--- config.mk ---
export PLATFORM = sky130hd
export DESIGN_NAME = multi_flux_fifo_flat
export DESIGN_NICKNAME = d
export VERILOG_FILES = /design/src/rtl/multi_flux_fifo_if.sv /design/src/rtl/multi_flux_fifo.sv /design/src/flat_wrapper.sv
export SDC_FILE = /design/constraint.sdc
export NUM_CORES = 1
export LEC_CHECK = 0
export ABC_CLOCK_PERIOD_IN_PS = 3700
export BUFFER_PORTS_ARGS = -buffer_cell sky130_fd_sc_hd__buf_2
export CORE_AREA = 8 8 229 231
export DETAILED_ROUTE_END_ITERATION = 8
export DIE_AREA = 0 0 237 239
export GPL_TIMING_DRIVEN = 0
export PLACE_DENSITY = 0.74
export SYNTH_ARGS = -nofsm -noshare
export SYNTH_HDL_FRONTEND = slang
export SYNTH_SLANG_ARGS = --single-unit
--- constraint.sdc ---
create_clock -name clk -period 3.7 [get_ports clk]
set_clock_uncertainty 0.05 [all_clocks]
set_input_delay 0.37 -clock clk [delete_from_list [all_inputs] [get_ports clk]]
set_output_delay 0.37 -clock clk [all_outputs]
set_load 0.02 [all_outputs]
--- src/rtl/multi_flux_fifo_if.sv ---
// Bus bundle for the multi-flux FIFO channel.
// It carries the producer write port (din/write/full) and the per-flux consumer
// read port (empty/read/dout).
//
// Handshake: a word on din is taken at a posedge when write=1 and full=0.
// A word in flux f is popped at a posedge when read[f]=1 and empty[f]=0.
// Any other strobe is ignored.
interface multi_flux_fifo_if #(
    parameter int FLUX       = 2,
    parameter int DATA_WIDTH = 18
);
    localparam int TAG_WIDTH = $clog2(FLUX);
    localparam int WIDTH     = DATA_WIDTH + TAG_WIDTH;

    logic [WIDTH-1:0] din;
    logic             write;
    logic             full;
    logic [WIDTH-1:0] dout;
    logic [FLUX-1:0]  empty;
    logic [FLUX-1:0]  read;

    // Producer and consumer actors drive this side.
    modport master (
        output din, write, read,
        input  full, dout, empty
    );

    // The FIFO drives this side.
    modport slave (
        input  din, write, read,
        output full, dout, empty
    );
endinterface

--- src/rtl/multi_flux_fifo.sv ---
// Tagged multi-flux FIFO. There is one circular queue per flux.
// The producer writes through one tagged bus. Each flux is popped independently.
// dout presents the head of the lowest-index non-empty flux (first-word fall-through).
// Optional feature macro: MULTI_FLUX_FIFO_ERR_EN. When it is defined, the module
// adds a sticky err[3:0] output and assertions on the rising edge of each err bit.
module multi_flux_fifo #(
    parameter int FLUX       = 2,
    parameter int DATA_WIDTH = 18,
    parameter int DEPTH      = 16
) (
    input  logic               clk,
    input  logic               rst,
    multi_flux_fifo_if.slave   bus
`ifdef MULTI_FLUX_FIFO_ERR_EN
    ,
    output logic [3:0]         err
`endif
);
    localparam int TAG_WIDTH = $clog2(FLUX);
    localparam int WIDTH     = DATA_WIDTH + TAG_WIDTH;
    localparam int AW        = $clog2(DEPTH);
    localparam int CW        = AW + 1;
    localparam logic [CW-1:0] DEPTH_C = CW'(DEPTH);

    logic [DATA_WIDTH-1:0] mem    [FLUX][DEPTH];
    logic [AW-1:0]         wr_ptr [FLUX];
    logic [AW-1:0]         rd_ptr [FLUX];
    logic [CW-1:0]         count  [FLUX];

    logic [TAG_WIDTH-1:0]  tag;
    logic [DATA_WIDTH-1:0] payload;
    logic                  tag_ok;
    logic                  full;
    logic [FLUX-1:0]       nonempty;
    logic [FLUX-1:0]       push;
    logic [FLUX-1:0]       pop;
    logic [TAG_WIDTH-1:0]  sel;
    logic                  sel_valid;
    logic [DATA_WIDTH-1:0] sel_data;

    assign tag     = bus.din[WIDTH-1:DATA_WIDTH];
    assign payload = bus.din[DATA_WIDTH-1:0];

    // Decode the write tag. Tags at or above FLUX name no queue, so the word is dropped.
    always_comb begin
        tag_ok = 1'b0;
        for (int f = 0; f < FLUX; f++) begin
            if (tag == TAG_WIDTH'(f)) tag_ok = 1'b1;
        end
    end

    // Compute occupancy flags. full depends only on the counts and never on din.
    always_comb begin
        full = 1'b0;
        for (int f = 0; f < FLUX; f++) begin
            nonempty[f] = (count[f] != '0);
            if (count[f] == DEPTH_C) full = 1'b1;
        end
    end

    // Qualify the strobes into per-flux push and pop enables.
    always_comb begin
        for (int f = 0; f < FLUX; f++) begin
            push[f] = bus.write && !full && tag_ok && (tag == TAG_WIDTH'(f));
            pop[f]  = bus.read[f] && nonempty[f];
        end
    end

    // Pick the presented flux, which is the lowest non-empty index, and its head word.
    // The loop runs from the top index down, so the lowest non-empty index is assigned last.
    always_comb begin
        sel       = '0;
        sel_valid = 1'b0;
        sel_data  = '0;
        for (int f = FLUX - 1; f >= 0; f--) begin
            if (nonempty[f]) begin
                sel       = TAG_WIDTH'(f);
                sel_valid = 1'b1;
                sel_data  = mem[f][rd_ptr[f]];
            end
        end
    end

    assign bus.full  = full;
    assign bus.empty = ~nonempty;
    assign bus.dout  = sel_valid ? {sel, sel_data} : '0;

    // Update the pointers and counts. A simultaneous push and pop leaves the count unchanged.
    always_ff @(posedge clk) begin
        for (int f = 0; f < FLUX; f++) begin
            if (rst) begin
                wr_ptr[f] <= '0;
                rd_ptr[f] <= '0;
                count[f]  <= '0;
            end else begin
                if (push[f]) wr_ptr[f] <= wr_ptr[f] + AW'(1);
                if (pop[f])  rd_ptr[f] <= rd_ptr[f] + AW'(1);
                case ({push[f], pop[f]})
                    2'b10:   count[f] <= count[f] + CW'(1);
                    2'b01:   count[f] <= count[f] - CW'(1);
                    default: count[f] <= count[f];
                endcase
            end
        end
    end

    // Write into storage. The contents need no reset because the counts gate visibility.
    always_ff @(posedge clk) begin
        for (int f = 0; f < FLUX; f++) begin
            if (push[f]) mem[f][wr_ptr[f]] <= payload;
        end
    end

`ifdef MULTI_FLUX_FIFO_ERR_EN
    logic [FLUX-1:0] sel_onehot;
    logic [3:0]      err_set;

    // Flag protocol misuse this cycle. err_set[3] also trips on any read when nothing is presented.
    always_comb begin
        sel_onehot = nonempty & ~(nonempty - FLUX'(1));
        err_set[0] = bus.write && full;
        err_set[1] = |(bus.read & ~nonempty);
        err_set[2] = bus.write && !full && !tag_ok;
        err_set[3] = |(bus.read & ~sel_onehot);
    end

    // Hold the error flags sticky until reset.
    always_ff @(posedge clk) begin
        if (rst) err <= '0;
        else     err <= err | err_set;
    end

    for (genvar i = 0; i < 4; i++) begin : g_err_chk
        err_rise_chk : assert property (@(posedge clk) disable iff (rst) !$rose(err[i]));
    end
`endif
endmodule

--- src/flat_wrapper.sv ---
// flat-port wrapper written by rule: the top's interface ports become plain ports
module multi_flux_fifo_flat 
#(
    parameter int FLUX       = 2,
    parameter int DATA_WIDTH = 18,
    parameter int DEPTH      = 16
)
  (clk, rst, bus_din, bus_write, bus_read, bus_full, bus_dout, bus_empty);
  multi_flux_fifo_if #(.FLUX(FLUX), .DATA_WIDTH(DATA_WIDTH)) bus_i ();
  input  logic clk;
  input  logic rst;
  input wire logic [$bits(bus_i.din)-1:0] bus_din;
  input wire logic [$bits(bus_i.write)-1:0] bus_write;
  input wire logic [$bits(bus_i.read)-1:0] bus_read;
  output wire logic [$bits(bus_i.full)-1:0] bus_full;
  output wire logic [$bits(bus_i.dout)-1:0] bus_dout;
  output wire logic [$bits(bus_i.empty)-1:0] bus_empty;
  assign bus_i.din = bus_din;
  assign bus_i.write = bus_write;
  assign bus_i.read = bus_read;
  assign bus_full = bus_i.full;
  assign bus_dout = bus_i.dout;
  assign bus_empty = bus_i.empty;
  multi_flux_fifo #(.FLUX(FLUX), .DATA_WIDTH(DATA_WIDTH), .DEPTH(DEPTH)) u_core (.clk(clk), .rst(rst), .bus(bus_i));
endmodule
==> results.tsv <==
stage	metric	value	unit
finish	final_area	0.0272	mm^2
clock_network	insertion_delay	0.60	ns
global_route	grt_use_met3	3.27	%
yosys	avgSynthCellArea	19.2	um^2
floorplanning	die_w	237	um
finish	nFillCells	3553	
placed_design	dp_hpwl	33.1	mm
clock_network	ctsRootBufferMaster	clkbuf_16	
yosys	synthTopCellsByArea	edfxtp_1, mux4_2, mux2i_1	
global_route	gr-usage-met1	23.5	%
timing	setup_viol	0	
global_route	grt.total_usage	18.4	%
global_route	busiest_layer	met2	
finish	drive_gt1_share	22.7	%
global_route	grt_pass1_wl	77.0	mm
detailed_routing	wl_per_cell	25.9	um
global_route	grt_pass1_vias	12300	
detailed_routing	first_pass_iters	5	
power	peakVddDrop	451	uV
detailed_routing	via_per_inst	5.95	
yosys	synth_edf_count	602	
timing	setup_tns	0	ns
timing	slew_violations	0	
floorplanning	initial_core_util	49.5	%
worst_setup_path	worstPathCellList	clkbuf_1 > nor2_1 > clkbuf_1 > a22oi_1 > nand3_1 > nand3_1 > buf_2	
global_route	grt_max_degree	33	
clock_network	h-tree-depth	2	
power	p_leak	8.75	nW
detailed_routing	ant_nets	0	
yosys	synth.ff_latch_count	602	
yosys	synth_nets	1296	
placed_design	gp_congestion	0.871	
yosys	synth_most_common_cell	edfxtp_1	
placed_design	dpl.cell_count	1931	
detailed_routing	vias	12200	
worst_setup_path	cp_slowest_cell	nor2_1	
yosys	async_flop_share	0	%
detailed_routing	drcViolationCount	0	
worst_setup_path	worstSetupStartpointType	flip-flop	
worst_setup_path	worstPathArrival	3.21	ns
timing	min_period	3.63	ns
floorplanning	rows	81	
worst_setup_path	crit_fanout	10	
worst_setup_path	crit_type	reg2out	
yosys	syn-cell-area	0.0240	mm^2
yosys	ys_top_cells_by_count	edfxtp_1, mux2i_1, a22oi_1	
placed_design	io_buffer_count	45	
detailed_routing	drtIter0Drc	1434	
detailed_routing	wl	53.0	mm
finish	area_growth	13.0	%
yosys	yosysSeqAreaShare	75.2	%
run_status	status	completed	
power	power	15.2	mW
yosys	synth_top_area_cell	edfxtp_1	
run	max_cap_viol_count	0	
worst_setup_path	worstPathRequired	3.28	ns
timing	rsz0062_at_grt	true	
timing	clock.fmax	276	MHz
finish	stdcell_count	2047	
clock_network	cts.sinks	602	
timing	worstMarginPinSlew	1.11	ns
floorplanning	die_y	239	um
yosys	synth_cell_types	46	
clock_network	clkTransAtPathRegs	0.07	ns
floorplanning	io-pin-count	46	
yosys	syn-instance-count	1254	
placed_design	post-place-ws	0.149	ns
clock_network	cts_buffers	57	
floorplanning	coreArea	0.0485	mm^2
hold_path	hold_path.class	in2reg	
power	p_per_area	561	mW/mm^2
timing	finalHoldViolations	0	
clock_network	cts_tree	built	
worst_setup_path	max_stage_delay	0.67	ns
timing	setup_ws	0.0742	ns
floorplanning	die-area	0.0566	mm^2
placed_design	postPlaceCellArea	0.0252	mm^2
global_route	grt-ovfl-total	0	
global_route	use_met2	31.5	%
timing	finalCritPeriodShare	98.0	%
finish	layout.nets	1422	
yosys	ys.flop_type	edfxtp_1	
yosys	synth_top_area_share	75.2	%
global_route	antenna_found_initial	1	
worst_setup_path	setup.worst_path.end_class	output pin	
timing	slew-limit-headroom	26.1	%
yosys	yosysWarnings	0	
clock_network	cts_buffer_depth	3	
-- routing by layer --
layer / wire (um) / part of all wire [%] / vias up
li1: - / - / 5343
met1: 21100 / 40 / 6289
met2: 26800 / 51 / 469
met3: 3690 / 7.0 / 80
met4: 1410 / 2.7 / 0
met5: 0 / 0 / -
-- cells by family after synthesis --
family	Yosys count	share of synthesized area, %
xor gates and xnor gates	14	0.510
AOI/OAI and AO/OA	109	3.56
adders and majority gates	18	0.937
and+or+nand+nor	178	3.98
muxes	252	14.3
DFF	602	75.2
buffers and inverters	81	1.45
-- registers in the layout, summed over array words and instances, names as in the netlist --
register       flops
u_core.mem       576
u_core.rd_ptr      8
u_core.count      10
u_core.wr_ptr      8
-- final cells by class --
class | instances | area [um^2] | share of cell area, %
diodes | 3 | 7.51 | 0.0276
clock inverters | 32 | 258 | 0.949
well taps | 622 | 778 | 2.87
plain buffers | 65 | 317 | 1.17
clock buffers | 69 | 1510 | 5.58
flip-flops and latches | 602 | 18100 | 66.6
inverters | 15 | 56.3 | 0.207
repair buffers | 68 | 465 | 1.71
multi-input cells | 571 | 5680 | 20.9
-- path summary, 6_finish.rpt --
kind | start | to | slack (ns) | depth (start not counted)
max | u_core.rd_ptr[0][2] | bus_dout[16] | 0.07 | 7
min | bus_din[17] | u_core.mem[0][197] | 0.27 | 1
max reg2reg | u_core.count[0][0] | u_core.count[1][4] | 0.33 | 14
min reg2reg | u_core.count[0][0] | u_core.count[0][0] | 0.61 | 1
-- what timing repair did --
item,4_1_cts,5_1_grt
setup endpoints to repair,18,30
gates resized for setup,16,17
pin swaps,0,5
buffers inserted,5,8
hold buffers,0,0
-- cell usage in the layout (no fill, tap or decap), types with 13 or more instances in the layout --
cell type,count
edfxtp_1,602
mux2i_1,145
a22oi_1,72
mux4_2,70
buf_2,63
clkbuf_16,59
nand3_1,58
clkbuf_1,38
mux2_2,37
and2_1,24
nor2_1,23
buf_4,20
ha_1,18
a22oi_2,15
inv_1,14
nor3_1,14
clkinv_1,13
-- power breakdown --
part	total, mW	switching (mW)	internal (mW)
registers	7.70	0.0621	7.64
logic	1.96	1.23	0.736
clock network	5.58	2.41	3.17
total	15.2	3.70	11.5
-- metrics by stage --
step                utilization, %  hold slack [ns]
finish                        55.9            0.270
global route                  55.9            0.260
CTS                           55.7            0.215
detailed placement            51.9            0.596
global placement              51.6            0.590
floorplan                        -            0.419
-- critical path, delay by kind of cell (launching register included) --
family                 cells  cell delay (ns)
buffers and inverters      3             1.02
and+or+nand+nor            3             0.93
DFF                        1             0.45
AOI/OAI and AO/OA          1             0.19
(Power assumes the default switching activity.)
